--- src/rtl/action_frame_tx.sv ---
// action_frame_tx
//   Buffers approved actions from the risk limiter and serializes each one
//   into an 11-byte order frame on a byte-wide valid/ready stream.
//   Frame: SOF, {7'b0,side}, price[31:0] BE, qty[31:0] BE, XOR checksum.
//
// Ports
//   clk, rst_n            clock, asynchronous active-low reset
//   in_valid              single-cycle action strobe (no backpressure)
//   in_side/price/qty     action fields, captured when written
//   tx_data/valid/last    frame byte stream; tx_last marks the checksum byte
//   tx_ready              sink accepts the current byte
//   busy                  frame in flight or actions queued
//   fifo_level            queued actions, excluding the frame being sent
//   drop_count            saturating count of actions lost to a full FIFO
module action_frame_tx #(
  parameter int         FIFO_DEPTH = 8,
  parameter logic [7:0] SOF_BYTE   = 8'hA5
) (
  input  logic                          clk,
  input  logic                          rst_n,
  input  logic                          in_valid,
  input  logic                          in_side,
  input  logic [31:0]                   in_price,
  input  logic [31:0]                   in_qty,
  output logic [7:0]                    tx_data,
  output logic                          tx_valid,
  input  logic                          tx_ready,
  output logic                          tx_last,
  output logic                          busy,
  output logic [$clog2(FIFO_DEPTH):0]   fifo_level,
  output logic [15:0]                   drop_count
);

  localparam int         AW       = $clog2(FIFO_DEPTH);
  localparam int         LW       = AW + 1;
  localparam logic [AW:0] DEPTH_L = LW'(FIFO_DEPTH);
  localparam logic [3:0] LAST_IDX = 4'd10;

  typedef enum logic {IDLE, SEND} state_t;

  function automatic logic [87:0] build_frame(input logic        side,
                                              input logic [31:0] price,
                                              input logic [31:0] qty);
    logic [79:0] body;
    logic [7:0]  cs;
    body = {SOF_BYTE, 7'b0, side, price, qty};
    cs   = '0;
    for (int i = 0; i < 10; i++) cs ^= body[i*8 +: 8];
    return {body, cs};
  endfunction

  function automatic logic [15:0] sat_inc(input logic [15:0] v);
    return (v == 16'hFFFF) ? v : v + 16'd1;
  endfunction

  state_t         state_q, state_d;
  logic [3:0]     idx_q, idx_d;
  logic [87:0]    frame_q, frame_d;
  logic           tx_valid_q, tx_valid_d;
  logic           tx_last_q, tx_last_d;
  logic [AW-1:0]  wr_ptr_q, wr_ptr_d;
  logic [AW-1:0]  rd_ptr_q, rd_ptr_d;
  logic [AW:0]    level_q, level_d;
  logic [15:0]    drop_q, drop_d;
  logic [64:0]    mem_q [FIFO_DEPTH];
  logic [64:0]    head;
  logic           wr_en, pop, load, hs;

  assign head = mem_q[rd_ptr_q];

  always_comb begin
    state_d    = state_q;
    idx_d      = idx_q;
    frame_d    = frame_q;
    tx_valid_d = tx_valid_q;
    tx_last_d  = tx_last_q;
    rd_ptr_d   = rd_ptr_q;
    pop        = 1'b0;
    load       = 1'b0;
    hs         = tx_valid_q & tx_ready;
    // Full is judged on the registered level, so a same-cycle pop never
    // makes room for the incoming write.
    wr_en      = in_valid & (level_q < DEPTH_L);

    case (state_q)
      IDLE: if (level_q != '0) load = 1'b1;
      SEND: begin
        if (hs) begin
          if (idx_q != LAST_IDX) begin
            // The current byte always sits in the top of the frame register.
            idx_d     = idx_q + 4'd1;
            frame_d   = {frame_q[79:0], 8'h00};
            tx_last_d = (idx_q == LAST_IDX - 4'd1);
          end else if (level_q != '0) begin
            load = 1'b1;  // back-to-back frame, no idle cycle
          end else begin
            state_d    = IDLE;
            tx_valid_d = 1'b0;
            tx_last_d  = 1'b0;
            frame_d    = '0;
            idx_d      = '0;
          end
        end
      end
      default: state_d = IDLE;
    endcase

    if (load) begin
      pop        = 1'b1;
      rd_ptr_d   = rd_ptr_q + AW'(1);
      frame_d    = build_frame(head[64], head[63:32], head[31:0]);
      idx_d      = '0;
      tx_valid_d = 1'b1;
      tx_last_d  = 1'b0;
      state_d    = SEND;
    end

    wr_ptr_d = wr_en ? wr_ptr_q + AW'(1) : wr_ptr_q;

    case ({wr_en, pop})
      2'b10:   level_d = level_q + LW'(1);
      2'b01:   level_d = level_q - LW'(1);
      default: level_d = level_q;
    endcase

    drop_d = (in_valid & ~wr_en) ? sat_inc(drop_q) : drop_q;
  end

  always_ff @(posedge clk or negedge rst_n) begin
    if (!rst_n) begin
      state_q    <= IDLE;
      idx_q      <= '0;
      frame_q    <= '0;
      tx_valid_q <= 1'b0;
      tx_last_q  <= 1'b0;
      wr_ptr_q   <= '0;
      rd_ptr_q   <= '0;
      level_q    <= '0;
      drop_q     <= '0;
    end else begin
      state_q    <= state_d;
      idx_q      <= idx_d;
      frame_q    <= frame_d;
      tx_valid_q <= tx_valid_d;
      tx_last_q  <= tx_last_d;
      wr_ptr_q   <= wr_ptr_d;
      rd_ptr_q   <= rd_ptr_d;
      level_q    <= level_d;
      drop_q     <= drop_d;
    end
  end

  // Action storage holds data only; validity is tracked by the pointers.
  always_ff @(posedge clk) begin
    if (wr_en) mem_q[wr_ptr_q] <= {in_side, in_price, in_qty};
  end

  assign tx_data    = frame_q[87:80];
  assign tx_valid   = tx_valid_q;
  assign tx_last    = tx_last_q;
  assign busy       = (state_q == SEND) | (level_q != '0);
  assign fifo_level = level_q;
  assign drop_count = drop_q;

endmodule

--- config.mk ---
export PLATFORM = sky130hd
export DESIGN_NAME = action_frame_tx
export DESIGN_NICKNAME = d
export VERILOG_FILES = /design/src/rtl/action_frame_tx.sv
export SDC_FILE = /design/constraint.sdc
export NUM_CORES = 1
export LEC_CHECK = 0
export CAP_MARGIN = 20
export CORE_UTILIZATION = 61
export DETAILED_ROUTE_END_ITERATION = 6
export GPL_TIMING_DRIVEN = 0
export PLACE_DENSITY = 0.8
export SYNTH_ARGS = -nofsm -noshare
export SYNTH_HDL_FRONTEND = slang
export SYNTH_SLANG_ARGS = --single-unit
--- constraint.sdc ---
create_clock -name clk -period 7.3 [get_ports clk]
set_clock_uncertainty 0.05 [all_clocks]
set_input_delay 1.825 -clock clk [delete_from_list [all_inputs] [get_ports clk]]
set_output_delay 1.825 -clock clk [all_outputs]
set_load 0.1 [all_outputs]
After elaboration in Yosys (flattened, before gate mapping)
Memory sizes are Yosys's and may differ from the RTL's. Index checks and enable logic that the tools add are counted.

Register bits: 121. Memory bits (writable): 520. Bits of input ports: 69. Output and inout bits: 31. Logic and storage cells: 79. Memories kept: 1.

Add/sub/neg operators: 6. Order comparisons: 1. Equal/unequal tests: 8. Mux-type cells: 31. Bitwise gates (word level): 16. Reductions and logical operators: 7.

Memories: mem_q (depth 8, width 65, read ports 1, clocked after Yosys merged registers in 0, wr ports 1, line 65) `logic [64:0] mem_q [FIFO_DEPTH];`.

Operators by type and width (number): 2-to-1 mux 88 bit (5); XOR 8 bit (7); 2-to-1 mux 4 bit (5); 2-to-1 mux 1 bit (19); adder 16 x 1 -> 16 bit, second input constant (1); == test 16 bit, second input constant (1); adder 4 x 1 -> 4 bit, second input constant (2); one-hot mux 4 bit (2 select lines) (1); XOR 8 x 1 -> 8 bit (1); adder 3 x 1 -> 3 bit, second input constant (2); nonzero test 2 bit (3); == test 4 bit, second input constant (1); < comparator 4 bit, second input constant (1); != test 2 bit, second input constant (2); != test 4 bit, second input constant (1); NOT 4 bit (1); AND reduction 4 bit (1); nonzero test 4 bit (1); subtractor 4 x 1 -> 4 bit, second input constant (1); AND 1 bit (3); != test 3 bit, second input constant (1); NOT 1 bit (3); AND reduction 3 bit (1); == test 2 x 1 -> 1 bit, second input constant (1); 4 further kinds (4).

Depth between registers and ports, before layout
Gate-level depths: netlist (run 1). An unclocked memory read counts as a cell.

Depth after elaboration: 11. Mapped depth: 13.

Worst setup path after synthesis (run 1)
No wires, ideal clock.

Kind: input port to flip-flop. From: in in_valid. To: mem mem_q[0][0] (enable). Setup time: 0.568 ns. Data arrival time: 6.703 ns. Data required time: 6.682 ns. Setup slack: -0.020 ns. Cell stages on the path: 3. Path buffers: 0. Cell sequence: nor2b_1 -> nand2b_1 -> nor3_1.

Cells in the longest elaborated chain, start to end: 3.

Ends and longest elaborated chain: from (decl) (line 21) `input logic in_valid,`; AND 1 bit (line 83) `wr_en = in_valid & (level_q < DEPTH_L);`; 2-to-1 mux 1 bit (line 155) `if (wr_en) mem_q[wr_ptr_q] <= {in_side, in_price, in_qty};`; 2-to-1 mux 1 bit (implied by the code) (line 155); to (decl) (line 65).

Every way passes these cells.

Worst setup path after layout (run 1)
From: reg level_q[1] (netlist: fifo_level[1]). To: out busy.

Cells in the longest elaborated chain, start to end: 2.

Ends and longest elaborated chain: from (decl) (line 63) `logic [AW:0] level_q, level_d;`; from (signal assigned) (line 148) `level_q <= level_d;`; nonzero test 4 bit (line 161) `assign busy = (state_q == SEND) | (level_q != '0);`; bitwise OR 1 bit (line 161); to (decl) (line 29) `output logic busy,`.

Every way passes these cells.

==> results of run 1 <==
[layout make-up]
class	count	area share (%)
Tap cell	532	2.24
Antenna cell	1	0.00841
Sequential cell	641	62.7
Clock buffer	104	6.19
Inverter	6	0.0757
Multi-Input combinational cell	545	21.3
Timing Repair Buffer	126	5.32
Clock inverter	11	0.353
Buffer	74	1.84
[synthesized netlist by cell type (3+ instances only)]
master / number / area share, %
nor2_1: 80 / 1.2
nand2b_1: 5 / 0.12
a21oi_1: 6 / 0.12
a221o_1: 65 / 2.6
nand3_1: 4 / 0.079
nor2b_1: 4 / 0.098
mux2i_2: 26 / 1.4
mux4_2: 129 / 11
buf_12: 10 / 0.79
buf_4: 10 / 0.29
buf_2: 26 / 0.51
nand2_1: 43 / 0.63
mux2i_4: 14 / 1.2
inv_1: 5 / 0.074
buf_6: 5 / 0.22
mux2i_1: 25 / 0.98
xnor2_2: 3 / 0.19
clkbuf_1: 22 / 0.32
nor3_1: 9 / 0.18
dfrtp_1: 121 / 12
xnor2_1: 58 / 2.0
o21ai_1: 15 / 0.29
a22o_1: 11 / 0.38
edfxtp_1: 520 / 61
xor2_1: 18 / 0.62
ha_1: 5 / 0.25
[worst max-delay path by stage]
stage                     slack [ns]                      to                 startpoint  cells after the start
after CTS                       2.31                    busy  fifo_level[1]$_DFFE_PN0P_                      3
after detailed placement        2.60  mem_q[0][21]$_DFFE_PP_                   in_valid                      7
after global placement         -1.82  mem_q[7][21]$_DFFE_PP_                   in_valid                      4
after floorplan                 1.72   mem_q[4][0]$_DFFE_PP_                   in_valid                      3
after global routing            2.14                    busy  fifo_level[1]$_DFFE_PN0P_                      3
final                           2.31                    busy  fifo_level[1]$_DFFE_PN0P_                      3
[cell families after synthesis]
kind of cell             after synthesis  share of synthesized area (%)
AO/OA/AOI/OAI                        106                           3.61
XOR/XNOR                              80                           2.89
adder cells (fa/ha/maj)                5                          0.245
buffers and inverters                 80                           2.24
flip-flops                           641                           73.2
multiplexers                         196                           15.2
AND/OR/NAND/NOR                      158                           2.69
[state kept, by name, summed over array words and instances, names as in the netlist]
register / count
mem_q: 520
frame_q: 88
drop_count: 16
fifo_level: 4
idx_q: 4
rd_ptr_q: 3
wr_ptr_q: 3
state_q: 1
tx_last: 1
tx_valid: 1
[metrics by stage]
step	TNS, ns	util, %	power, mW	area, µm²	setup slack, ns
after CTS	0	72.5	12.1	29700	2.31
after floorplan	0	-	7.87	25500	1.72
after detailed placement	0	67.8	9.03	27800	2.60
final	0	72.5	12.0	29700	2.31
after global placement	-836.47	66.2	8.85	27200	-1.82
after global routing	0	72.5	12.5	29700	2.14
[per-layer routing]
metal / up-vias / track usage (%)
li1: 5482 / -
met1: 6705 / 35.7
met2: 452 / 43.4
met3: 76 / 4.57
met4: 0 / 7.93
met5: - / 0
[where the power goes]
group          internal (mW)  leakage, nW  switching, mW
Combinational           1.87         2.91           2.28
Clock                   1.75        0.945           1.30
Sequential              4.57         6.32          0.286
[tightest hold or removal path, stage by stage (launching register included)]
cell and delay, ns:
dfrtp_1 0.34, nand2_1 0.05, o21ai_1 0.06
==> metrics.txt, run 1 <==
result of the run=finished with violations; failing checks=DRC; met3 wire len=3320 µm; # DRC=16; via count=12,700; DIE HEIGHT=206 µm; Max Clock Freq=200 MHz; FF+latch count, synth=641; Layout Cells excl Fill=2,040; Worst Path Buf+Inv=1; IO buf count=99; met2 WL=27,100 µm; Final period util=68.4%; Syn Inst Count=1,266; Reg2Reg Launch Point=fifo_level[1]$_DFFE_PN0P_; syn_nets=1,340; Die Width=206 µm; maximum VDD drop=256 µV; crit path kind=register to primary output; max layer used=met4; Wirelength per Cell=26.3 µm; worst-path fanout max=8; Final nets=1,529; endpoint class of the critical path=primary output; commonest non-fill, non-tap cell in the layout=edfxtp_1; hpwl dp=34,200 µm; worst slew pin tran=1.01 ns; routed metal-1 wirelength=21,900 µm; Resized cells post-CTS=0; crit-path cells=nor4_1 -> nand2b_1 -> clkdlybuf4s50_1; vias in the first global route=13,100; TritonRoute pass-1 iters=7; DIE AREA=0.0426 mm²; Post-CTS Hold Buffers=0; Mean Syn Cell Area=20.1 µm²; reg2reg path depth=11; Vias per Instance=6.23; placed cell count=1,924; Max Slew Vio Count=0; largest net degree at the start of global routing=85; startpoint types=register; Clock Tree Buf Depth=3; Congestion Overflow GR=0; CP max-delay cell=clkdlybuf4s50_1; Fin. Hold Viols=0; post-layout minimum cycle time=4.99 ns; R2R Path End=fifo_level[2]$_DFFE_PN0P_; MaxCap Viol Count=0; post-synthesis sequential area ratio=73.2%; CTS tree=done; antenna viol nets, final=0; worst-skew pair later-pin latency=0.61 ns; setup violators final=0; Rows=74; Ports=100; Unique masters post-synth=49; Clock transition at path regs=0.06 ns; placer's final routability congestion estimate=0.832; DRT iter0 DRCs=1,375; gr usage total=26.1%; EDFF count, synth=520; clock sinks=641; Worst slew margin=32.7%; Worst Path Arrival=3.12 ns; unrepaired setup endpoints after global routing=false; Layout area overhead=16.7%; Initial Util=62.1%; Primary FF master, synth=edfxtp_1; first-pass GRT wire length=80,000 µm; CP Data Required Time=5.43 ns; initial antenna violation count=1; area occupied by multi-input gates=0.00634 mm²; htree depth=2; Post-Syn Area=0.0255 mm²; CTS Buf Count=61; commonest non-fill, non-tap cells in the layout=edfxtp_1 (520), mux4_2 (129), dfrtp_1 (121); Power Density=405 mW/mm²; leakage=10.2 nW; layout cells sized above 1=23.0%; CP max stage delay=1.02 ns; hold path endpoint=frame_q[3]$_DFFE_PN0P_; Core Region=0.0410 mm²; Min Hold Slack=0.437 ns; Clk Tree Root Cell=clkbuf_16; Top Family by Delay on Critical Path=simple AND/OR/NAND/NOR gates; Min-Delay Startpoint=frame_q[3]$_DFFE_PN0P_; Detailed Route WL=53,600 µm; Filler Cells Inserted=2,317; Reg area=0.0186 mm²; Register-to-Register Setup Slack=4.06 ns; yosys warns=0; Setup Buffers After CTS=0; Post-synth ARST share=18.9%; Hold Path Class=register to register; hold-critical path depth=2
Power figures use the tool's default switching activity.
==> inputs of run 2 (changes only) <==
==> constraint.sdc (replaced) <==
create_clock -name clk -period 5.2 [get_ports clk]
set_clock_uncertainty 0.05 [all_clocks]
set_input_delay 1.3 -clock clk [delete_from_list [all_inputs] [get_ports clk]]
set_output_delay 1.3 -clock clk [all_outputs]
set_load 0.1 [all_outputs]
==> results of run 2 <==
The final DEF is identical to that of run 1. Status: finished with violations: DRC.
Main changes from that run: setup slack after placement 2.60 ns -> 1.03 ns; setup slack after layout 2.31 ns -> 0.731 ns; register-to-register setup slack 4.06 ns -> 1.96 ns; total power 12.0 mW -> 16.9 mW; worst IR drop on VDD 256 µV -> 360 µV
